File: src/rtl/gcd_arb_pkg.sv
`default_nettype none
// ============================================================================
// gcd_arb_pkg : FSM state type and default sizing shared by gcd_req_arbiter
// Revision    : 1.0
// ============================================================================
package gcd_arb_pkg;

  localparam int c_nreq_default = 4;
  localparam int c_w_default    = 8;

  typedef enum logic [1:0] {
    ST_IDLE    = 2'd0,
    ST_COMPUTE = 2'd1,
    ST_RESP    = 2'd2
  } state_t;

endpackage
`default_nettype wire

File: src/rtl/gcd_req_arbiter_if.sv
`default_nettype none
// ============================================================================
// gcd_req_arbiter_if : requester-side request/response bundle of gcd_req_arbiter
// Revision           : 1.0
// ============================================================================
interface gcd_req_arbiter_if
  import gcd_arb_pkg::*;
#(
  parameter int NREQ = c_nreq_default,
  parameter int W    = c_w_default
);

  logic [NREQ-1:0]         req_valid;
  logic [NREQ*W-1:0]       req_a;
  logic [NREQ*W-1:0]       req_b;
  logic [NREQ-1:0]         req_ready;
  logic                    rsp_valid;
  logic [W-1:0]            rsp_gcd;
  logic [$clog2(NREQ)-1:0] rsp_id;
  logic                    busy;

  modport master (
    output req_valid, req_a, req_b,
    input  req_ready, rsp_valid, rsp_gcd, rsp_id, busy
  );

  modport slave (
    input  req_valid, req_a, req_b,
    output req_ready, rsp_valid, rsp_gcd, rsp_id, busy
  );

endinterface
`default_nettype wire

File: src/rtl/gcd_core.sv
`default_nettype none
// ============================================================================
// gcd_core : subtractive GCD engine; done is high once either operand is zero
// Revision : 1.0
// ============================================================================
module gcd_core
  import gcd_arb_pkg::*;
#(
  parameter int W = c_w_default
) (
  input  logic         clk,
  input  logic         rst,
  input  logic         start,
  input  logic [W-1:0] x_in,
  input  logic [W-1:0] y_in,
  output logic         done,
  output logic [W-1:0] result
);

  logic [W-1:0] r_x;
  logic [W-1:0] r_y;

  // Stepping stops by itself once an operand reaches zero, so no enable is needed.
  always_ff @(posedge clk or posedge rst) begin
    if (rst) begin
      r_x <= '0;
      r_y <= '0;
    end else if (start) begin
      r_x <= x_in;
      r_y <= y_in;
    end else if ((r_x != '0) && (r_y != '0)) begin
      if (r_x > r_y) begin
        r_x <= r_x - r_y;
      end else begin
        r_y <= r_y - r_x;
      end
    end
  end

  assign done   = (r_x == '0) || (r_y == '0);
  assign result = (r_x == '0) ? r_y : r_x;

endmodule
`default_nettype wire

File: src/rtl/gcd_req_arbiter.sv
`default_nettype none
// ============================================================================
// gcd_req_arbiter : round-robin arbiter sharing one GCD engine between NREQ
//                   requesters; GCD_ARB_ZERO_BYPASS_EN skips COMPUTE on zero
//                   operands. Revision 1.0
// ============================================================================
module gcd_req_arbiter
  import gcd_arb_pkg::*;
#(
  parameter int NREQ = c_nreq_default,
  parameter int W    = c_w_default
) (
  input  logic             clk,
  input  logic             rst,
  gcd_req_arbiter_if.slave bus
);

  localparam int ID_W = $clog2(NREQ);

  state_t          r_state;
  state_t          w_next_state;
  logic [ID_W-1:0] r_ptr;
  logic [ID_W-1:0] r_id;
  logic [ID_W-1:0] w_winner;
  logic [ID_W-1:0] w_scan;
  logic            w_any;
  logic            w_start;
  logic [W-1:0]    w_a;
  logic [W-1:0]    w_b;
  logic [W-1:0]    r_rsp_gcd;
  logic            w_core_done;
  logic [W-1:0]    w_core_result;
`ifdef GCD_ARB_ZERO_BYPASS_EN
  logic            w_zero_op;
`endif

  // First pending requester at or above the pointer, wrapping modulo NREQ.
  always_comb begin
    w_any    = 1'b0;
    w_winner = '0;
    w_scan   = '0;
    for (int k = 0; k < NREQ; k++) begin
      w_scan = ID_W'((int'(r_ptr) + k) % NREQ);
      if (!w_any && bus.req_valid[w_scan]) begin
        w_any    = 1'b1;
        w_winner = w_scan;
      end
    end
  end

  assign w_start = !rst && (r_state == ST_IDLE) && w_any;
  assign w_a     = bus.req_a[int'(w_winner)*W +: W];
  assign w_b     = bus.req_b[int'(w_winner)*W +: W];
`ifdef GCD_ARB_ZERO_BYPASS_EN
  assign w_zero_op = (w_a == '0) || (w_b == '0);
`endif

  gcd_core #(.W(W)) u_core (
    .clk    (clk),
    .rst    (rst),
    .start  (w_start),
    .x_in   (w_a),
    .y_in   (w_b),
    .done   (w_core_done),
    .result (w_core_result)
  );

  always_ff @(posedge clk or posedge rst) begin
    if (rst) begin
      r_state <= ST_IDLE;
    end else begin
      r_state <= w_next_state;
    end
  end

  always_comb begin
    w_next_state = r_state;
    case (r_state)
      ST_IDLE: begin
        if (w_any) begin
`ifdef GCD_ARB_ZERO_BYPASS_EN
          w_next_state = w_zero_op ? ST_RESP : ST_COMPUTE;
`else
          w_next_state = ST_COMPUTE;
`endif
        end
      end
      ST_COMPUTE: begin
        if (w_core_done) begin
          w_next_state = ST_RESP;
        end
      end
      ST_RESP: w_next_state = ST_IDLE;
      default: w_next_state = ST_IDLE;
    endcase
  end

  always_comb begin
    bus.req_ready = '0;
    if (w_start) begin
      bus.req_ready[w_winner] = 1'b1;
    end
    bus.busy      = (r_state != ST_IDLE);
    bus.rsp_valid = (r_state == ST_RESP);
    bus.rsp_gcd   = r_rsp_gcd;
    bus.rsp_id    = r_id;
  end

  always_ff @(posedge clk or posedge rst) begin
    if (rst) begin
      r_ptr     <= '0;
      r_id      <= '0;
      r_rsp_gcd <= '0;
    end else begin
      if (w_start) begin
        r_id  <= w_winner;
        r_ptr <= (w_winner == ID_W'(NREQ - 1)) ? '0 : w_winner + 1'b1;
`ifdef GCD_ARB_ZERO_BYPASS_EN
        if (w_zero_op) begin
          r_rsp_gcd <= w_a | w_b;
        end
`endif
      end
      if ((r_state == ST_COMPUTE) && w_core_done) begin
        r_rsp_gcd <= w_core_result;
      end
    end
  end

endmodule
`default_nettype wire

File: src/flat_wrapper.sv
// flat-port wrapper written by rule: the top's interface ports become plain ports
module gcd_req_arbiter_flat import gcd_arb_pkg::*;
#(
  parameter int NREQ = c_nreq_default,
  parameter int W    = c_w_default
)
  (clk, rst, bus_req_valid, bus_req_a, bus_req_b, bus_req_ready, bus_rsp_valid, bus_rsp_gcd, bus_rsp_id, bus_busy);
  gcd_req_arbiter_if #(.NREQ(NREQ), .W(W)) bus_i ();
  input  logic clk;
  input  logic rst;
  input wire logic [$bits(bus_i.req_valid)-1:0] bus_req_valid;
  input wire logic [$bits(bus_i.req_a)-1:0] bus_req_a;
  input wire logic [$bits(bus_i.req_b)-1:0] bus_req_b;
  output wire logic [$bits(bus_i.req_ready)-1:0] bus_req_ready;
  output wire logic [$bits(bus_i.rsp_valid)-1:0] bus_rsp_valid;
  output wire logic [$bits(bus_i.rsp_gcd)-1:0] bus_rsp_gcd;
  output wire logic [$bits(bus_i.rsp_id)-1:0] bus_rsp_id;
  output wire logic [$bits(bus_i.busy)-1:0] bus_busy;
  assign bus_i.req_valid = bus_req_valid;
  assign bus_i.req_a = bus_req_a;
  assign bus_i.req_b = bus_req_b;
  assign bus_req_ready = bus_i.req_ready;
  assign bus_rsp_valid = bus_i.rsp_valid;
  assign bus_rsp_gcd = bus_i.rsp_gcd;
  assign bus_rsp_id = bus_i.rsp_id;
  assign bus_busy = bus_i.busy;
  gcd_req_arbiter #(.NREQ(NREQ), .W(W)) u_core (.clk(clk), .rst(rst), .bus(bus_i));
endmodule
File: config.mk
export PLATFORM = sky130hd
export DESIGN_NAME = gcd_req_arbiter_flat
export DESIGN_NICKNAME = d
export VERILOG_FILES = /design/src/rtl/gcd_arb_pkg.sv /design/src/rtl/gcd_req_arbiter_if.sv /design/src/rtl/gcd_core.sv /design/src/rtl/gcd_req_arbiter.sv /design/src/flat_wrapper.sv
export SDC_FILE = /design/constraint.sdc
export NUM_CORES = 1
export LEC_CHECK = 0
export CAP_MARGIN = 20
export CORE_UTILIZATION = 53
export DETAILED_ROUTE_END_ITERATION = 10
export PLACE_DENSITY = 0.87
export SKIP_LAST_GASP = 1
export SYNTH_ARGS = -nofsm -noshare
export SYNTH_HDL_FRONTEND = slang
export SYNTH_HIERARCHICAL = 1
export SYNTH_SLANG_ARGS = --single-unit
export TNS_END_PERCENT = 20
File: constraint.sdc
create_clock -name clk -period 4.5 [get_ports clk]
set_input_delay 0.9 -clock clk [delete_from_list [all_inputs] [get_ports clk]]
set_output_delay 0.9 -clock clk [all_outputs]
set_load 0.01 [all_outputs]
==> reports/qor.txt <==
Resize count post-CTS - 0
# rows - 27
crit-path max FO - 5
crit-path cells - clkdlybuf4s50_1, mux2i_1, nor2_1, a311oi_4, ha_1, and2_1, clkdlybuf4s50_1
drt drc - 0
CTS tree - done
H-tree levels - 2
layout cells sized above 1 - 0.0760
Final Critical Period - 3.89 ns
port buffer count - 85
number of synthesized register bits - 30
Sink Count - 30
status - finished clean
Max Cap Viol - 0
CP max-delay cell - clkdlybuf4s50_1
Startpoint Class - input port
setup tns final - 0 ns
setup violators final - 0
total grt overflow - 0
cell area power density - 795 nW/um2
via count of the first global-routing pass - 2878
Hold-fix buffers, CTS - 0
Async S/R FF share, synth - 1.00
hold depth - 1
Netlist cell types - 58
Min Hold Slack - 0.468 ns
clock tree root driver cell - clkbuf_8
die area - 5980 um2
post-synthesis sequential area ratio - 0.250
Static Leak - 1.77 nW
clock tree buffer depth - 2
n_diodes - 0
cells on worst reg2reg path - 8
Worst Tran Pin Value - 0.706 ns
R2R setup slack - 1.48 ns
Period Utilization, post-route - 0.865
CP required - 3.60 ns
commonest non-fill, non-tap cells in the layout - clkdlybuf4s50_1, nand2_1, mux2i_1
ys flop type - dfrtp_1
Cells after Synth - 343
Initial DRT Pass Iterations - 5
initial drt markers - 199
maximum vdd drop - 437 uV
largest net degree at the start of global routing - 30
Synthesized Nets - 431
routed length per instance - 18.0 um
Horiz. Die Dim - 77.3 um
worst skew pair latency - 0.28 ns
# IOs - 86
Worst Setup End Kind - primary output
total track usage - 0.305
Netlist Area Pre-Place - 3010 um2
worst reg2reg endpoint - u_core/u_core/r_x[4]
DRT antenna net count - 0
Area growth syn-to-layout - 32.2%
Vias/cell - 6.03
Final Hold Fails - 0
routability cong. - 0.969
Worst Path Arrival - 2.99 ns
Final nets - 508
Vias - 2975
Core Area - 5470 um2
CTS buffer count - 5
delay-heaviest family, CP - buffers and inverters
Setup Skew - 0.00359 ns
CP most frequent cell - clkdlybuf4s50_1
WP buf/inv - 2
Post-CTS Setup Inserts - 0
Hold Crit Endpoint - u_core/r_state[0]
crit path kind - input port to primary output
number of synthesized flops with an enable pin - 0
Largest stage delay, worst path - 0.53 ns
fmax - 257 MHz
R2R Path Start - u_core/u_core/r_x[0]
clock-pin slew on the worst setup and hold paths - 0.06 ns
post-DP HPWL - 6690 um
Hold Path Origin - u_core/r_state[1]
RSZ-0062 raised after global routing - false
min-delay worst type - flip-flop to flip-flop
Ys Warns - 6
fill count - 396
Slew HR - 0.530
WL final - 8860 um
max-slew violations - 0
average size of a mapped cell - 8.77 um2
Chip Height - 77.3 um
Initial Util - 0.549
commonest non-fill, non-tap cell in the layout - clkdlybuf4s50_1
first-pass GRT wire length - 14200 um
antenna violations before repair - 0
per-stage QoR:
| step | instances | cell area [um2] | total power, mW | worst slack, ns | util |
|---|---|---|---|---|---|
| 6_report | 493 | 3980 | 3.16 | 0.609 | 0.726 |
| 5_1_grt | 493 | 3980 | 3.35 | 0.496 | 0.726 |
| 4_1_cts | 493 | 3980 | 3.10 | 0.622 | 0.726 |
| 3_5_place_dp | 485 | 3830 | 2.73 | 0.633 | 0.700 |
| 3_3_place_gp | 485 | 3830 | 2.65 | 0.714 | 0.700 |
| 2_1_floorplan | 343 | 3010 | 2.21 | 1.72 | - |
worst reg2reg max path: cells and delay by family, from the launching register on:
family / cells / cell delay [ns]
adder cells (fa/ha/maj): 2 / 0.65
AND/OR/NAND/NOR: 2 / 0.40
buffers and inverters: 1 / 0.11
AO/OA/AOI/OAI: 3 / 1.32
flip-flops: 1 / 0.42
area by class of cell:
class / instances / area [um2] / area share
Timing Repair Buffer: 88 / 873 / 0.220
Clock inverter: 2 / 60.1 / 0.0151
Tap cell: 72 / 90.1 / 0.0227
Inverter: 26 / 97.6 / 0.0246
Multi-Input combinational cell: 269 / 2020 / 0.508
Sequential cell: 30 / 751 / 0.189
Clock buffer: 6 / 82.6 / 0.0208
sequential cells by signal (all words and copies together), names as in the netlist:
name / cells
u_core/r_ptr: 2
u_core/u_core/r_y: 8
u_core/u_core/r_x: 8
u_core/r_state: 2
u_core/bus.rsp_gcd: 8
u_core/bus.rsp_id: 2
kinds of logic after synthesis:
kind of cell	after synthesis	synth area share
buf+inv	44	0.0841
compound gates	70	0.188
mux	53	0.176
xor+xnor	5	0.0146
simple gates	123	0.207
fa+ha+maj	18	0.0799
flops	30	0.250
synth_stat cells (6+ instances only):
cell type   n  area, um2
a21oi_1    14       70.1
dfrtp_1    30        751
ha_1       16        200
inv_1      21       78.8
mux2i_1    53        531
nand2_1    60        225
nand2b_1    7       43.8
nand4_1     6       37.5
nor2_1     15       56.3
o21ai_0     8       40.0
o311ai_2    6       97.6
worst max path at each step:
stage                          start          endpoint  cells after the start
finish              bus_req_valid[0]  bus_req_ready[3]                      7
global route        bus_req_valid[0]  bus_req_ready[3]                      7
CTS                 bus_req_valid[0]  bus_req_ready[3]                      7
detailed placement  bus_req_valid[0]  bus_req_ready[3]                      7
global placement    bus_req_valid[0]  bus_req_ready[3]                      7
floorplan           bus_req_valid[2]  bus_req_ready[3]                      6
layer usage:
metal,track usage,vias to the layer above,share of wire
met5,0,-,0
met4,0.175,0,0.035
met3,0.0583,29,0.10
met2,0.480,206,0.45
met1,0.389,1343,0.41
li1,-,1397,-
power breakdown:
group / internal [mW] / total [mW] / switching, mW / leakage, nW
registers: 0.418 / 0.569 / 0.151 / 0.369
logic: 0.974 / 2.25 / 1.28 / 1.33
clock network: 0.236 / 0.336 / 0.100 / 0.0714
Note: power is estimated with default switching activity, not from simulation.
